[src/rtl/uart_tx_arbiter.sv]
// Arbitrates the shared UART transmit framer between the request queue and the
// response queue. Responses have priority, and a burst limit keeps requests from starving.
module uart_tx_arbiter #(
    parameter int MAX_RES_BURST = 3,
    parameter int TIMEOUT       = 1023,
    parameter int TW            = 10
) (
    input  logic        CLK,
    input  logic        RST,
    input  logic        tx_vld,
    input  logic [55:0] tx_data,
    input  logic [2:0]  tx_cmd,
    output logic        tx_ren,
    input  logic        res_vld,
    input  logic [55:0] res_data,
    input  logic [2:0]  res_cmd,
    output logic        res_ren,
    input  logic        frm_dbusy,
    output logic [55:0] frm_pdata,
    output logic [2:0]  frm_cmd,
    output logic        frm_vld,
    output logic        frm_sel,
    output logic        arb_busy,
    output logic        cmd_err,
    output logic        timeout_err
);

    localparam int SW = (MAX_RES_BURST < 1) ? 1 : $clog2(MAX_RES_BURST + 1);
    localparam logic [SW-1:0] STREAK_MAX = SW'(MAX_RES_BURST);
    localparam logic [TW-1:0] TMO        = TW'(TIMEOUT);

    typedef enum logic [1:0] {IDLE, CHECK, PRESENT, ACTIVE} state_t;

    state_t        state, state_nxt;
    logic [SW-1:0] streak, streak_nxt;
    logic [TW-1:0] timer, timer_nxt;
    logic [55:0]   pdata_nxt;
    logic [2:0]    cmd_nxt;
    logic          sel_nxt, vld_nxt, tx_ren_nxt, res_ren_nxt, cmd_err_nxt, tmo_nxt;
    logic          res_win;

    function automatic logic cmd_legal(input logic [2:0] c);
        return (c == 3'd2) || (c == 3'd3) || (c == 3'd4);
    endfunction

    function automatic logic [SW-1:0] streak_inc(input logic [SW-1:0] s);
        return (s == STREAK_MAX) ? s : s + 1'b1;
    endfunction

    always_comb begin
        state_nxt   = state;
        streak_nxt  = streak;
        timer_nxt   = timer;
        pdata_nxt   = frm_pdata;
        cmd_nxt     = frm_cmd;
        sel_nxt     = frm_sel;
        vld_nxt     = frm_vld;
        tx_ren_nxt  = 1'b0;
        res_ren_nxt = 1'b0;
        cmd_err_nxt = 1'b0;
        tmo_nxt     = 1'b0;
        res_win     = res_vld && !(tx_vld && (streak == STREAK_MAX));

        case (state)
            IDLE: begin
                if ((tx_vld || res_vld) && !frm_dbusy) begin
                    timer_nxt = '0;
                    state_nxt = CHECK;
                    if (res_win) begin
                        pdata_nxt   = res_data;
                        cmd_nxt     = res_cmd;
                        sel_nxt     = 1'b1;
                        res_ren_nxt = 1'b1;
                        streak_nxt  = tx_vld ? streak_inc(streak) : '0;
                    end else begin
                        pdata_nxt  = tx_data;
                        cmd_nxt    = tx_cmd;
                        sel_nxt    = 1'b0;
                        tx_ren_nxt = 1'b1;
                        streak_nxt = '0;
                    end
                end
            end
            CHECK: begin
                if (!cmd_legal(frm_cmd)) begin
                    cmd_err_nxt = 1'b1;
                    state_nxt   = IDLE;
                end else begin
                    vld_nxt   = 1'b1;
                    state_nxt = PRESENT;
                end
            end
            PRESENT, ACTIVE: begin
                timer_nxt = timer + 1'b1;
                // A timeout wins even if the framer changes busy on the same edge
                if (timer_nxt == TMO) begin
                    tmo_nxt   = 1'b1;
                    vld_nxt   = 1'b0;
                    state_nxt = IDLE;
                end else if ((state == PRESENT) && frm_dbusy) begin
                    vld_nxt   = 1'b0;
                    state_nxt = ACTIVE;
                end else if ((state == ACTIVE) && !frm_dbusy) begin
                    state_nxt = IDLE;
                end
            end
            default: state_nxt = IDLE;
        endcase
    end

    always_ff @(posedge CLK) begin
        if (!RST) begin
            state       <= IDLE;
            streak      <= '0;
            timer       <= '0;
            frm_pdata   <= '0;
            frm_cmd     <= '0;
            frm_sel     <= 1'b0;
            frm_vld     <= 1'b0;
            tx_ren      <= 1'b0;
            res_ren     <= 1'b0;
            cmd_err     <= 1'b0;
            timeout_err <= 1'b0;
            arb_busy    <= 1'b0;
        end else begin
            state       <= state_nxt;
            streak      <= streak_nxt;
            timer       <= timer_nxt;
            frm_pdata   <= pdata_nxt;
            frm_cmd     <= cmd_nxt;
            frm_sel     <= sel_nxt;
            frm_vld     <= vld_nxt;
            tx_ren      <= tx_ren_nxt;
            res_ren     <= res_ren_nxt;
            cmd_err     <= cmd_err_nxt;
            timeout_err <= tmo_nxt;
            arb_busy    <= (state_nxt != IDLE);
        end
    end

endmodule

[config.mk]
export PLATFORM = sky130hd
export DESIGN_NAME = uart_tx_arbiter
export DESIGN_NICKNAME = d
export VERILOG_FILES = /design/src/rtl/uart_tx_arbiter.sv
export SDC_FILE = /design/constraint.sdc
export NUM_CORES = 1
export LEC_CHECK = 0
export CAP_MARGIN = 10
export CORE_MARGIN = 4
export CORE_UTILIZATION = 43
export DETAILED_ROUTE_END_ITERATION = 8
export PLACE_DENSITY = 0.95
export RECOVER_POWER = 100
export SYNTH_ARGS = -nofsm -noshare
export SYNTH_HDL_FRONTEND = slang
export SYNTH_SLANG_ARGS = --single-unit
[constraint.sdc]
create_clock -name CLK -period 2.5 [get_ports CLK]
set_input_delay 0.25 -clock CLK [delete_from_list [all_inputs] [get_ports CLK]]
set_output_delay 0.25 -clock CLK [all_outputs]
set_load 0.03 [all_outputs]
# Yosys cells after proc, flatten, opt, wreduce, memory -nomap -nowiden
# Index checks and enable logic that the tools add are counted.
[op_classes]
reduce_logical = 22
n_addsub = 2
muxes = 21
eq_ne = 12
[ops]
columns = ["operator", "n"]
rows = [
  ["56-bit two-way mux", 1],
  ["10-bit case mux with 2 select lines", 1],
  ["2-bit two-way mux", 8],
  ["10-bit by 1-bit adder with 10-bit output (second input constant)", 1],
  ["10-bit == test (second input constant)", 1],
  ["10-bit two-way mux", 1],
  ["3-bit AND reduction", 3],
  ["2-bit AND reduction", 4],
  ["1-bit two-way mux", 7],
  ["2-bit == test (second input constant)", 3],
  ["3-bit by 2-bit == test with 1-bit output (second input constant)", 2],
  ["3-bit != test (second input constant)", 2],
  ["2-bit case mux with 3 select lines", 1],
  ["2-bit nonzero test", 3],
  ["1-bit logical AND", 5],
  ["2-bit != test (second input constant)", 2],
  ["3-bit == test (second input constant)", 1],
  ["1-bit logical OR", 3],
  ["3-bit two-way mux", 1],
  ["2-bit by 1-bit adder with 2-bit output (second input constant)", 1],
  ["2-bit by 1-bit == test with 1-bit output (second input constant)", 1],
  ["1-bit logical NOT", 2],
  ["2-bit logical NOT", 1],
  ["1-bit case mux with 2 select lines", 1],
  ["2-bit OR reduction", 1],
]
[totals]
ff_bits = 80
in_bits = 123
word_cells = 69
output_inout_bits = 66

# Logic depth before layout (Yosys ltp)
[depth]
depth_word = 7
depth_mapped = 7
depth_no_buf = 6

# Worst setup path after synthesis
# OpenSTA, ideal clock, no wires.
[synth_timing]
kind = "flip-flop to flip-flop"
from = "register timer[0]"
to = "register arb_busy"
n_path_buf = 0
path_slack_ps = 889
arrival_time_ps = 1474
setup_time_ps = 137
stages_incl_launch_ff = 7
synth_period_minus_slack_ps = 1611
required_time_ps = 2363
cell_sequence = "dfxtp_1 > ha_1 > nand2_1 > nor4_1 > a41oi_1 > a31oi_1 > o311ai_1"
[synth_via]
elab_chain_cells = 5
[synth_rtl]
columns = ["item", "line_no", "source"]
rows = [
  ["start: declaration", "36", "logic [TW-1:0] timer, timer_nxt;"],
  ["start signal: assignment", "128", "timer <= timer_nxt;"],
  ["10-bit by 1-bit adder with 10-bit output", "94", "timer_nxt = timer + 1'b1;"],
  ["10-bit == test", "96", "if (timer_nxt == TMO) begin"],
  ["2-bit two-way mux", "96", ""],
  ["2-bit case mux with 3 select lines", "64", "case (state)"],
  ["2-bit nonzero test", "137", "arb_busy <= (state_nxt != IDLE);"],
  ["end signal: assignment", "137", ""],
  ["end: declaration", "23", "output logic arb_busy,"],
]
# Every way passes these cells.
# A chain may end at the register's enable or synchronous reset.

# Worst setup path after layout
[layout_timing]
from = "register streak[0]"
to = "register frm_pdata[21]"
[layout_via]
elab_chain_cells = 5
[layout_rtl]
columns = ["item", "line_no", "source"]
rows = [
  ["start: declaration", "35", "logic [SW-1:0] streak, streak_nxt;"],
  ["start signal: assignment", "127", "streak <= streak_nxt;"],
  ["2-bit == test", "62", "res_win = res_vld && !(tx_vld && (streak == STREAK_MAX));"],
  ["1-bit logical AND", "62", ""],
  ["1-bit logical NOT", "62", ""],
  ["1-bit logical AND", "62", ""],
  ["56-bit two-way mux", "69", "if (res_win) begin"],
  ["end signal: assignment", "129", "frm_pdata <= pdata_nxt;"],
  ["end: declaration", "19", "output logic [55:0] frm_pdata,"],
]
# Every way passes these cells.

==> out/qor.txt <==
CLOCKING
----------------------------------------------------------------------------------------
Maximum clock insertion buffer count                                                   2
Setup repair bufs after CTS                                                            0
Clock buffers created by TritonCTS                                                     9
Clock-pin slew on the worst setup and hold paths                                 0.08 ns
CTS Hold Bufs                                                                          0
Sinks on the clock net                                                                80
H-tree lvl count                                                                       3
Count of instances resized after the clock tree is built                               0
Clock latency on the worst-skew pair                                             0.33 ns
Buffer cell driving the clock tree root                                         clkbuf_8
TritonCTS clock tree                                                                done

SYNTH
----------------------------------------------------------------------------------------
Number of synthesized flops with an enable pin                                         0
FF+latch count, synth                                                                 80
Post-Synth Adder-Cell Area                                                        1.001%
Synth async-reset ratio                                                               0%
Simple-gate share of the synthesized area                                         13.64%
Number of warning messages in the yosys log                                            0
Mean cell area of the mapped netlist                                           9.668 um2
Post-Synth XOR/XNOR Area                                                         0.4670%
Number of cells produced by synthesis                                                388
Number of distinct standard cells referenced by the synthesized netlist               38
Mapped cell area                                                                3751 um2
Share of synthesized area spent on multiplexers                                   16.31%
Portion of the post-synthesis area used by sequential elements                    42.70%
Main flop type after synthesis                                                   dfxtp_1
Dominant combinational cell family by area after synthesis                  compound AO/OA/AOI/OAI gates
Compound-gate portion of the synthesized area                                     21.55%
Synthesized Nets                                                                     514

STA
----------------------------------------------------------------------------------------
Pins Over Slew Limit                                                                   0
Total count of hold-check failures in the final report                                 0
Max Clk Rate                                                                   464.4 MHz
Number of setup violations in the final report                                         0
Fin Setup TNS                                                                       0 ns
Skew final                                                                   0.007206 ns
Worst slew margin relative to its limit                                           34.99%
Unrepaired setup endpoints after global routing                                       no
Worst Max-Slew Pin Slew                                                        0.9752 ns
Final worst setup slack                                                        0.3467 ns
Post-route fraction of the period consumed by the critical path                   86.13%
Minimum clock period                                                            2.153 ns

GRT
----------------------------------------------------------------------------------------
Global-route wire length before repair                                          17.19 mm
Sum of overflow across all layers after global routing                                 0
Total global-route track usage                                                    20.81%
Largest net degree at the start of global routing                                     69
Vias in the first global route                                                      3701
Number of antenna violations at the first check in global routing                      0

PWR
----------------------------------------------------------------------------------------
Cell Pwr Density                                                            599.8 nW/um2
Worst IR drop on VDD                                                           0.3831 mV
Leakage                                                                         3.041 nW

CRITICAL PATH
----------------------------------------------------------------------------------------
Required time of the worst setup path                                            2.72 ns
Critical Path AT                                                                 2.37 ns
Register-to-register setup slack                                                 0.35 ns
End point of the critical path                                              frm_pdata[21]
Peak fanout along the critical path                                                   34
First element of the critical path                                             streak[0]
Reg-to-reg startpoint                                                          streak[0]
Start-to-end type of the worst setup path                                   flop to flop
Worst R2R Path Depth                                                                   6
Critical Path Sink Type                                                             flop
Critical register-to-register path endpoint                                 frm_pdata[21]
Setup crit start kind                                                               flop

ROUTING
----------------------------------------------------------------------------------------
First-iteration detailed-routing DRC count                                            76
Average wire per standard cell                                                  16.39 um
Number of search-and-repair iterations in the first detailed-routing pass              4
Remaining routing DRC violations                                                       0
Post-DRT Antenna Nets                                                                  0
Wire length reported by the detailed router                                     11.01 mm
Vias per cell                                                                      5.298
Routed via count                                                                    3560

FLOORPLANNING
----------------------------------------------------------------------------------------
Ports                                                                                189
Width of the chip                                                               101.4 um
Initial Util                                                                      44.97%
Height of the die                                                               101.4 um
DIE AREA                                                                       10280 um2
Row count                                                                             33
Core region area                                                                8341 um2

PLACEMENT
----------------------------------------------------------------------------------------
Dpl hpwl                                                                        8.372 mm
Port bufs                                                                            188
RePlAce Congestion                                                                0.8199
Pre-CTS setup slack                                                            0.3964 ns

LAYOUT
----------------------------------------------------------------------------------------
Share of layout cells above drive strength 1                                      4.938%
End-of-flow core utilization                                                      71.30%
Most common cell after layout, fill and taps aside                          clkdlybuf4s50_1
Top library cells by usage in the layout, fill and taps aside               121 x clkdlybuf4s50_1, 80 x dfxtp_1, 74 x nand2_1
Final #Nets                                                                          688
Area growth from synthesis to final layout                                        58.54%
ANT cells                                                                              0

FLOW RUN
----------------------------------------------------------------------------------------
Max Cap Violations                                                                     0

HOLD PATH
----------------------------------------------------------------------------------------
Hold path start                                                                      RST
Worst min-delay path category                                               input pin to flop
Cell depth of the worst min-delay path                                                 3

STATUS
----------------------------------------------------------------------------------------
Result of the run                                                           finished, final reports clean

metrics by stage:
stage / cells / total power [mW] / instance area [um2] / hold slack, ns
after floorplan: 388 / 1.933 / 3751 / 0.4124
after global placement: 656 / 2.365 / 5705 / 0.4462
after detailed placement: 656 / 2.395 / 5705 / 0.4567
after CTS: 672 / 3.648 / 5974 / 0.2580
after global routing: 672 / 3.723 / 5947 / 0.2946
final: 672 / 3.567 / 5947 / 0.2814
layout make-up:
cell class | instances | area, um2
inverter | 4 | 15.01
timing repair buffer | 194 | 1932
clock inverter | 5 | 127.6
sequential | 80 | 1602
tap | 105 | 131.4
multi-input combinational | 273 | 1998
fill | 617 | 2394
clock buffer | 11 | 141.4
how the worst min path moves through the flow:
| stage | endpoint | slack, ns |
|---|---|---|
| detailed placement | streak[1] | 0.46 |
| global placement | streak[1] | 0.45 |
| global route | timer[9] | 0.29 |
| CTS | timer[9] | 0.26 |
| finish | timer[9] | 0.28 |
| floorplan | state[0] | 0.41 |
cells in the mapped netlist, drive strengths merged (4+ instances only):
master	number	area (um2)
nor2b	4	25.02
nand3	7	35.03
clkbuf	16	60.06
dfxtp	80	1602
mux2i	60	600.6
buf	15	87.59
o211a	59	590.6
inv	4	15.01
a21oi	4	20.02
nand2	74	277.8
a21boi	6	45.05
and3	4	25.02
a31oi	5	31.28
nor2	13	48.80
o21ai	8	40.04
where the power goes:
part | switching, mW | internal, mW | total (mW)
registers | 0.0577 | 1.38 | 1.43
logic | 0.448 | 0.435 | 0.883
clock network | 0.458 | 0.793 | 1.25
worst max-delay path, stage by stage, from the launching register on:
cell and delay (ns):
dfxtp_1 0.33, ha_1 0.23, a21boi_4 0.16, buf_2 0.75
mux2i_1 0.28, nand2_1 0.09, o211a_1 0.15
flip-flops by register name (all words and copies together) (netlist names), 2 cells and up:
register / cells
state: 2
timer: 10
frm_pdata: 56
frm_cmd: 3
streak: 2
layer usage:
layer	wire length, um	part of all wire (%)	vias up	GRT usage (%)
met3	816	7.4	22	5.854
met2	5747	52	138	37.83
li1	-	-	1748	-
met4	272	2.5	0	7.669
met5	0	0	-	0
met1	4176	38	1652	22.96
logic make-up after synthesis:
family                     count (synthesis)
adders and majority gates                  3
xor gates and xnor gates                   2
muxes                                     61
and+or+nand+nor                          115
AOI/OAI and AO/OA                         92
DFF                                       80
buffers and inverters                     35
Power figures use the tool's default switching activity.
